## config.mk

```make
export PLATFORM = sky130hd
export DESIGN_NAME = ascon_perm_engine
export DESIGN_NICKNAME = d
export VERILOG_FILES = /design/src/rtl/ascon_perm_engine.sv
export SDC_FILE = /design/constraint.sdc
export NUM_CORES = 2
export LEC_CHECK = 0
export ABC_AREA = 1
export CAP_MARGIN = 20
export CORE_AREA = 2 2 453 455
export CTS_CLUSTER_DIAMETER = 30
export CTS_CLUSTER_SIZE = 28
export DETAILED_ROUTE_END_ITERATION = 6
export DIE_AREA = 0 0 455 457
export PLACE_DENSITY = 0.47
export SYNTH_ARGS = -nofsm -noshare
export SYNTH_HDL_FRONTEND = slang
export SYNTH_SLANG_ARGS = --single-unit
```

## constraint.sdc

```tcl
create_clock -name clock_i -period 4.2 [get_ports clock_i]
set_input_delay 0.42 -clock clock_i [delete_from_list [all_inputs] [get_ports clock_i]]
set_output_delay 0.42 -clock clock_i [all_outputs]
set_load 0.02 [all_outputs]
```

## src/rtl/ascon_perm_engine.sv

```systemverilog
// ASCON permutation engine: xor-begin, pa/pb rounds (UNROLL per clock), xor-end.
// Define ASCON_ABORT_EN to add the abort_i cancel input.
module ascon_perm_engine #(
   parameter int UNROLL    = 1,
   parameter int RATE_BITS = 128
) (
   input  logic                 clock_i,
   input  logic                 reset_i,
`ifdef ASCON_ABORT_EN
   input  logic                 abort_i,
`endif
   input  logic                 start_i,
   input  logic                 mode_i,
   input  logic                 load_i,
   input  logic [319:0]         state_i,
   input  logic                 xor_b_en_i,
   input  logic [RATE_BITS-1:0] data_i,
   input  logic [1:0]           xor_e_mode_i,
   input  logic [127:0]         key_i,
   input  logic                 cipher_en_i,
   input  logic                 tag_en_i,
   output logic                 busy_o,
   output logic                 done_o,
   output logic [319:0]         state_o,
   output logic [127:0]         cipher_o,
   output logic [127:0]         tag_o
);

   if (!(UNROLL == 1 || UNROLL == 2 || UNROLL == 4)) begin : g_bad_unroll
      $error("ascon_perm_engine: UNROLL must be 1, 2 or 4");
   end
   if (!(RATE_BITS == 64 || RATE_BITS == 128)) begin : g_bad_rate
      $error("ascon_perm_engine: RATE_BITS must be 64 or 128");
   end

   typedef enum logic {S_IDLE, S_RUN} fsm_e;

   localparam logic [3:0] STEP = 4'(UNROLL);
   localparam logic [3:0] LAST = 4'd12;

   fsm_e         fsm_q, fsm_d;
   logic [319:0] state_q, state_d;
   logic [127:0] cipher_q, cipher_d;
   logic [127:0] tag_q, tag_d;
   logic [3:0]   ctr_q, ctr_d;
   logic         done_q, done_d;
   logic [1:0]   xe_q, xe_d;
   logic [127:0] key_q, key_d;
   logic         ten_q, ten_d;

   logic         idle, go, last, ten_eff;
   logic [319:0] s0, r_in, r_out, fin;
   logic [3:0]   r_idx;
   logic [1:0]   xe_eff;
   logic [127:0] key_eff, cap;

   function automatic logic [319:0] round_f(input logic [319:0] s,
                                            input logic [3:0]   r);
      logic [63:0] x0, x1, x2, x3, x4;
      logic [63:0] t0, t1, t2, t3, t4;
      {x0, x1, x2, x3, x4} = s;
      x2[7:0] = x2[7:0] ^ {4'hF - r, r};
      x0 = x0 ^ x4;
      x4 = x4 ^ x3;
      x2 = x2 ^ x1;
      t0 = ~x0 & x1;
      t1 = ~x1 & x2;
      t2 = ~x2 & x3;
      t3 = ~x3 & x4;
      t4 = ~x4 & x0;
      x0 = x0 ^ t1;
      x1 = x1 ^ t2;
      x2 = x2 ^ t3;
      x3 = x3 ^ t4;
      x4 = x4 ^ t0;
      x1 = x1 ^ x0;
      x0 = x0 ^ x4;
      x3 = x3 ^ x2;
      x2 = ~x2;
      x0 = x0 ^ {x0[18:0], x0[63:19]} ^ {x0[27:0], x0[63:28]};
      x1 = x1 ^ {x1[60:0], x1[63:61]} ^ {x1[38:0], x1[63:39]};
      x2 = x2 ^ {x2[0], x2[63:1]} ^ {x2[5:0], x2[63:6]};
      x3 = x3 ^ {x3[9:0], x3[63:10]} ^ {x3[16:0], x3[63:17]};
      x4 = x4 ^ {x4[6:0], x4[63:7]} ^ {x4[40:0], x4[63:41]};
      return {x0, x1, x2, x3, x4};
   endfunction

   function automatic logic [319:0] rounds_f(input logic [319:0] s,
                                             input logic [3:0]   r0);
      logic [319:0] t;
      t = s;
      for (int k = 0; k < UNROLL; k++) begin
         t = round_f(t, r0 + 4'(k));
      end
      return t;
   endfunction

   always_comb begin
      fsm_d    = fsm_q;
      state_d  = state_q;
      cipher_d = cipher_q;
      tag_d    = tag_q;
      ctr_d    = ctr_q;
      done_d   = 1'b0;
      xe_d     = xe_q;
      key_d    = key_q;
      ten_d    = ten_q;

      idle = (fsm_q == S_IDLE);
      s0   = load_i ? state_i : state_q;
      if (xor_b_en_i) begin
         s0[319 -: RATE_BITS] = s0[319 -: RATE_BITS] ^ data_i;
      end
      if (RATE_BITS == 64) begin
         cap = {s0[319:256], 64'h0};
      end else begin
         cap = s0[319:192];
      end

      // At the start edge the run's settings come straight from the ports.
      r_idx   = idle ? (mode_i ? 4'd4 : 4'd0) : ctr_q;
      r_in    = idle ? s0 : state_q;
      xe_eff  = idle ? xor_e_mode_i : xe_q;
      key_eff = idle ? key_i : key_q;
      ten_eff = idle ? tag_en_i : ten_q;

      r_out = rounds_f(r_in, r_idx);
      last  = (r_idx + STEP == LAST);
      fin   = r_out;
      if (xe_eff[0]) fin[127:0] = fin[127:0] ^ key_eff;
      if (xe_eff[1]) fin[0] = ~fin[0];

      unique case (fsm_q)
         S_IDLE:  go = start_i;
         S_RUN:   go = 1'b1;
         default: go = 1'b0;
      endcase

      if (go) begin
         fsm_d   = S_RUN;
         state_d = r_out;
         ctr_d   = r_idx + STEP;
         if (idle) begin
            xe_d  = xor_e_mode_i;
            key_d = key_i;
            ten_d = tag_en_i;
            if (cipher_en_i) cipher_d = cap;
         end
         if (last) begin
            fsm_d   = S_IDLE;
            done_d  = 1'b1;
            ctr_d   = 4'd0;
            state_d = fin;
            if (ten_eff) tag_d = fin[127:0];
         end
      end

`ifdef ASCON_ABORT_EN
      if (abort_i) begin
         fsm_d    = S_IDLE;
         state_d  = '0;
         cipher_d = '0;
         tag_d    = '0;
         ctr_d    = 4'd0;
         done_d   = 1'b0;
      end
`endif
   end

   always_ff @(posedge clock_i) begin
      if (reset_i) begin
         fsm_q    <= S_IDLE;
         state_q  <= '0;
         cipher_q <= '0;
         tag_q    <= '0;
         ctr_q    <= 4'd0;
         done_q   <= 1'b0;
         xe_q     <= 2'b00;
         key_q    <= '0;
         ten_q    <= 1'b0;
      end else begin
         fsm_q    <= fsm_d;
         state_q  <= state_d;
         cipher_q <= cipher_d;
         tag_q    <= tag_d;
         ctr_q    <= ctr_d;
         done_q   <= done_d;
         xe_q     <= xe_d;
         key_q    <= key_d;
         ten_q    <= ten_d;
      end
   end

   assign busy_o   = (fsm_q == S_RUN);
   assign done_o   = done_q;
   assign state_o  = state_q;
   assign cipher_o = cipher_q;
   assign tag_o    = tag_q;

endmodule

```

Word level (Yosys, flattened, before mapping)
Index checks and enable logic that the tools add are counted.

Multiplexer cells: 15. Add/sub/neg operators: 2. Bitwise operators: 38. Equal/unequal tests: 1. Reduce and logical (&&, ||, !) cells: 3.

Operator list (number): 64-bit bitwise XOR (21); 320-bit 2-to-1 mux (2); 128-bit 2-to-1 mux (4); 64-bit NOT (6); 64-bit AND (5); 128-bit bitwise XOR (2); 4-bit 2-to-1 mux (2); 8-bit bitwise XOR (1); 3-bit AND reduction (2); 4-bit by 1-bit adder with 4-bit output, second input constant (1); 4-bit equality test, second input constant (1); 1-bit 2-to-1 mux (4); 4-bit subtractor, first input constant (1); 3-bit 2-to-1 mux (1); 1-bit NOT (3); 2-bit 2-to-1 mux (1); 1-bit one-hot mux with 2 select lines (1); 2-bit OR reduction (1).

Output and inout port bits: 578. Bits in registers: 713. Input bits: 586.

Depth between registers and ports, before layout
Word-level depth: 16. Depth in mapped cells: 28. Mapped depth without buffers: 25.

Worst setup path before layout
OpenSTA, ideal clock, no wires.

Path type: input-to-reg. Start point: in xor_b_en_i. End point: reg tag_q[82] (netlist: tag_o[82]). Data required time: 4091 ps. Stages: 25. Slack: 1035 ps. Arrival: 3056 ps. Path through: buf_2 > buf_2 > clkbuf_1 > nand2_1 > o211ai_1 > nand3_1 > nand2_1 > inv_1 > ha_1 > xor2_1 > inv_1 > nand2_1 > nand2_1 > inv_1 > nand4_1 > nand2_1 > inv_1 > nand2_1 > nand2_1 > nand2_1 > nand2_1 > nand2_1 > nand3_1 > nand2_1 > inv_1.

Word-level cells in the longest chain between the ends: 10.

Ends and longest elaborated chain: from (decl) (RTL line 16) `input logic xor_b_en_i,`; 128-bit 2-to-1 mux (*) (RTL line 111) `if (xor_b_en_i) begin`; 320-bit 2-to-1 mux (*) (RTL line 122) `r_in = idle ? s0 : state_q;`; 64-bit bitwise XOR (RTL line 63) `x0 = x0 ^ x4;`; 64-bit AND (RTL line 70) `t4 = ~x4 & x0;`; 64-bit bitwise XOR (RTL line 74) `x3 = x3 ^ t4;`; 64-bit bitwise XOR (*) (RTL line 78) `x3 = x3 ^ x2;`; 64-bit bitwise XOR (RTL line 83) `x3 = x3 ^ {x3[9:0], x3[63:10]} ^ {x3[16:0], x3[63:17]};`; 64-bit bitwise XOR (*) (RTL line 83); 128-bit bitwise XOR (RTL line 130) `if (xe_eff[0]) fin[127:0] = fin[127:0] ^ key_eff;`; 128-bit 2-to-1 mux (*) (RTL line 130); to (signal assigned) (RTL line 185) `tag_q <= tag_d;`; to (decl) (RTL line 44) `logic [127:0] tag_q, tag_d;`.

Every way passes the cells marked *; elsewhere a longest branch is shown, timed or not. A chain may end at the register's enable or synchronous reset.

Final worst setup path
Start point: reg fsm_q (netlist: busy_o). End point: reg tag_q[119] (netlist: tag_o[119]).

Word-level cells in the longest chain between the ends: 10.

Ends and longest elaborated chain: from (decl) (RTL line 41) `fsm_e fsm_q, fsm_d;`; from (signal assigned) (RTL line 182) `fsm_q <= fsm_d;`; 320-bit 2-to-1 mux (RTL line 122); 64-bit bitwise XOR (RTL line 64) `x4 = x4 ^ x3;`; 64-bit NOT (RTL line 70); 64-bit AND (RTL line 70); 64-bit bitwise XOR (RTL line 74); 64-bit bitwise XOR (RTL line 78); 64-bit bitwise XOR (2 in a row) (RTL line 83); 128-bit bitwise XOR (RTL line 130); 128-bit 2-to-1 mux (RTL line 130).

Parallel ways exist; a longest one is shown, timed or not.

==> summary.md <==
| Metric | Value |
|---|---|
| Root Buffer | `clkbuf_16` |
| Slew headroom | `about 30%` |
| CP startpoint | `busy_o$_SDFFE_PP0N_` |
| Post-CTS Setup Inserts | `0` |
| Crit path required time | `around 5 ns` |
| WP depth | `24` |
| Most common cell after layout, fill and taps aside | `nand2_1` |
| # DRC | `0` |
| Hold EP | `cipher_o[59]$_SDFFE_PP0P_` |
| First-pass GRT wire length | `between 600000 and 700000 um` |
| WP data arrival | `4.79 ns` |
| Hold path depth | `5` |
| All-Layer GR Usage | `a little over two fifths` |
| Reg2Reg Depth | `24` |
| TritonCTS clock tree | `built` |
| Total number of vias | `just over 80000` |
| CTS Buf Count | `roughly 240` |
| Lkg Pwr | `47.74 nW` |
| Die Height | `457 um` |
| Post-Syn Instances | `approximately 11000` |
| DR pass1 iterations | `7` |
| Largest net degree at the start of global routing | `~150` |
| CTS Hold Bufs | `2` |
| Unrepaired setup endpoints after global routing | `false` |
| Post-CTS sizing | `0` |
| Peak supply drop | `about 470 uV` |
| Critical Path End Type | `register` |
| Pwr/cell area | `approximately 1100 mW/mm2` |
| Worst setup margin | `~0.20 ns` |
| Fmax | `~250 MHz` |
| H-tree depth | `4` |
| Register Area | `0.01428 mm2` |
| P&R area growth vs syn | `53.02%` |
| Nets | `about 13000` |
| Type of the worst setup path | `reg2reg` |
| Worst path bufs/invs | `9` |
| Slew Limit Fails | `0` |
| Grt total ovfl | `0` |
| CP cell instances | `inv_8, nand2_4, buf_12, buf_4, nand2_1, o21ai_1, inv_2, ha_1, xor2_1, o211ai_1, nand2_1, inv_1, nand4_1, nand2_1, buf_12, inv_1, buf_4, nand2_1, nand3_1, nand2_1, nand2_1, nand3_1, nand2_1, inv_1` |
| Endpoints failing hold | `0` |
| Area of the multi-input gates | `between 0.03 and 0.04 mm2` |
| Wirelength per Cell | `~30 um` |
| Horiz. Die Dim | `455 um` |
| Power Total | `0.09686 W` |
| Synth area leaders | `nand2_1 (27%), dfxtp_1 (24%), nand3_1 (11%), inv_1 (7.5%), nor2_1 (4.3%)` |
| Max FO, Critical Path | `12` |
| Final HPWL DP | `390300 um` |
| Synthesized area | `between 0.05 and 0.06 mm2` |
| DP Area | `0.08210 mm2` |
| Post-synth EDFFs | `0` |
| Initial DRC count | `around 10000` |
| Pre-CTS WS | `-0.01708 ns` |
| Boundary Pins | `approximately 1200` |
| Fillers | `between 20000 and 25000` |
| Core ar. | `just over 0.2 mm2` |
| Syn. warnings | `0` |
| IO Port Bufs | `1163` |
| Most used cell, CP | `nand2_1` |
| Netlist cell types | `39` |
| Register area share after synthesis | `about a quarter` |
| CP Launch Type | `register` |
| # clock sinks | `about 710` |
| Vias in the first global route | `73900` |
| Min Tclk post-route | `4.000 ns` |
| Syn Area/Cell | `about 5.6 um2` |
| Worst-Margin Slew | `1.049 ns` |
| Status | `completed` |
| Share of cells above drive strength 1 | `between 10% and 20%` |
| Critical path's top delay family | `buffers and inverters` |
| Area leader, netlist | `nand2_1` |
| Finished Core Util | `roughly 45%` |
| R2R Path Start | `busy_o$_SDFFE_PP0N_` |
| Worst path slowest cell | `dfxtp_4` |
| Synth Net Count | `between 10000 and 15000` |
| Reg2reg end | `tag_o[119]$_SDFFE_PP0P_` |
| Main flop type after synthesis | `dfxtp_1` |
| DIE AREA | `around 0.21 mm2` |
| Initial antenna violation count | `between 50 and 60` |
| Worst path max stage delay | `~0.54 ns` |
| Yosys reg bits | `713` |
| # setup viols final | `0` |
| Hold Path Class | `in2reg` |
| Synth top area share | `26.88%` |
| Final ANT Viol Nets | `0` |
| CTS clk-pin slew, worst paths | `~0.04 ns` |
| Max Cap Viol | `0` |
| Skew-Pair Late Insertion Delay | `approximately 0.9 ns` |
| Clock Skew | `a little under 0.07 ns` |
| Worst Hold Slack | `0.09002 ns` |
| Initial Util | `29.13%` |
| Post-route cell area | `roughly 0.09 mm2` |
| Routability Congestion | `1.080` |
| Routed wire length | `between 400000 and 500000 um` |
| Max clock buf depth | `3` |
| Drt via density | `5.283` |
| Hold_sp | `load_i` |
| Ys async rst share | `0%` |
| Fin crit share | `about 95%` |
| Most frequent cells in the layout | `nand2_1 (4239), nand3_1 (1304), inv_1 (1175)` |
| Reg2reg setup slack | `0.20 ns` |
| Row Count | `approximately 170` |
Yosys cell counts (144+ instances only):
library cell,instances
a21oi_1,371
clkbuf_1,255
dfxtp_1,713
inv_1,1179
inv_2,144
nand2_1,4242
nand3_1,1304
nand4_1,156
nor2_1,683
o21ai_0,434
o21ai_1,255
xor2_1,259
tightest hold or removal path, delay by kind of cell:
kind / cells / cell delay [ns]
compound gates: 1 / 0.06
buf+inv: 1 / 0.15
simple gates: 3 / 0.28
cell families after synthesis:
| kind of cell | count (synthesis) | synth area share (%) |
|---|---|---|
| simple gates | 6551 | 45.86 |
| buf+inv | 1741 | 11.43 |
| compound gates | 1174 | 10.42 |
| flops | 713 | 24.10 |
| xor+xnor | 342 | 5.298 |
| fa+ha+maj | 129 | 2.725 |
| mux | 9 | 0.1648 |
worst max path at each step:
stage	to	slack (ns)
5_1_grt	tag_o[114]$_SDFFE_PP0P_	0.01
6_report	tag_o[119]$_SDFFE_PP0P_	0.20
3_5_place_dp	state_o[240]$_SDFFE_PP0N_	-0.02
2_1_floorplan	tag_o[82]$_SDFFE_PP0P_	1.03
3_3_place_gp	state_o[240]$_SDFFE_PP0N_	-0.02
4_1_cts	tag_o[119]$_SDFFE_PP0P_	0.28
power breakdown:
part	switching (W)	internal (W)	total [W]
clock network	0.00559	0.0130	0.0186
registers	0.00207	0.00831	0.0104
logic	0.0446	0.0233	0.0679
total	0.0522	0.0446	0.0969
state kept, by name (all words and copies together), names as in the netlist:
name and count:
busy_o 1, ten_q 1, xe_q 2, ctr_q 4
state_o 320, done_o 1, key_q 128, cipher_o 128
tag_o 128
area by class of cell:
type | instances | area share [%]
diodes | 22 | 0.06074
clock buffers | 330 | 7.482
clock inverters | 112 | 1.855
inverters | 1324 | 5.509
multi-input cells | 8205 | 42.20
flip-flops and latches | 713 | 15.75
well taps | 2688 | 3.711
repair buffers | 2131 | 23.43
per-stage QoR:
step | instances | setup TNS, ns
global route | 15510 | 0
finish | 15530 | 0
CTS | 15500 | 0
detailed placement | 15060 | -0.01708
global placement | 15060 | -0.01786
floorplan | 10660 | 0
routing by layer:
metal	GRT usage, %	routed length, um
met1	53.70	187000
met3	8.729	40650
met5	0	205
met2	64.13	195100
met4	30.28	38770
No activity file was read; power rests on OpenSTA's default activity.
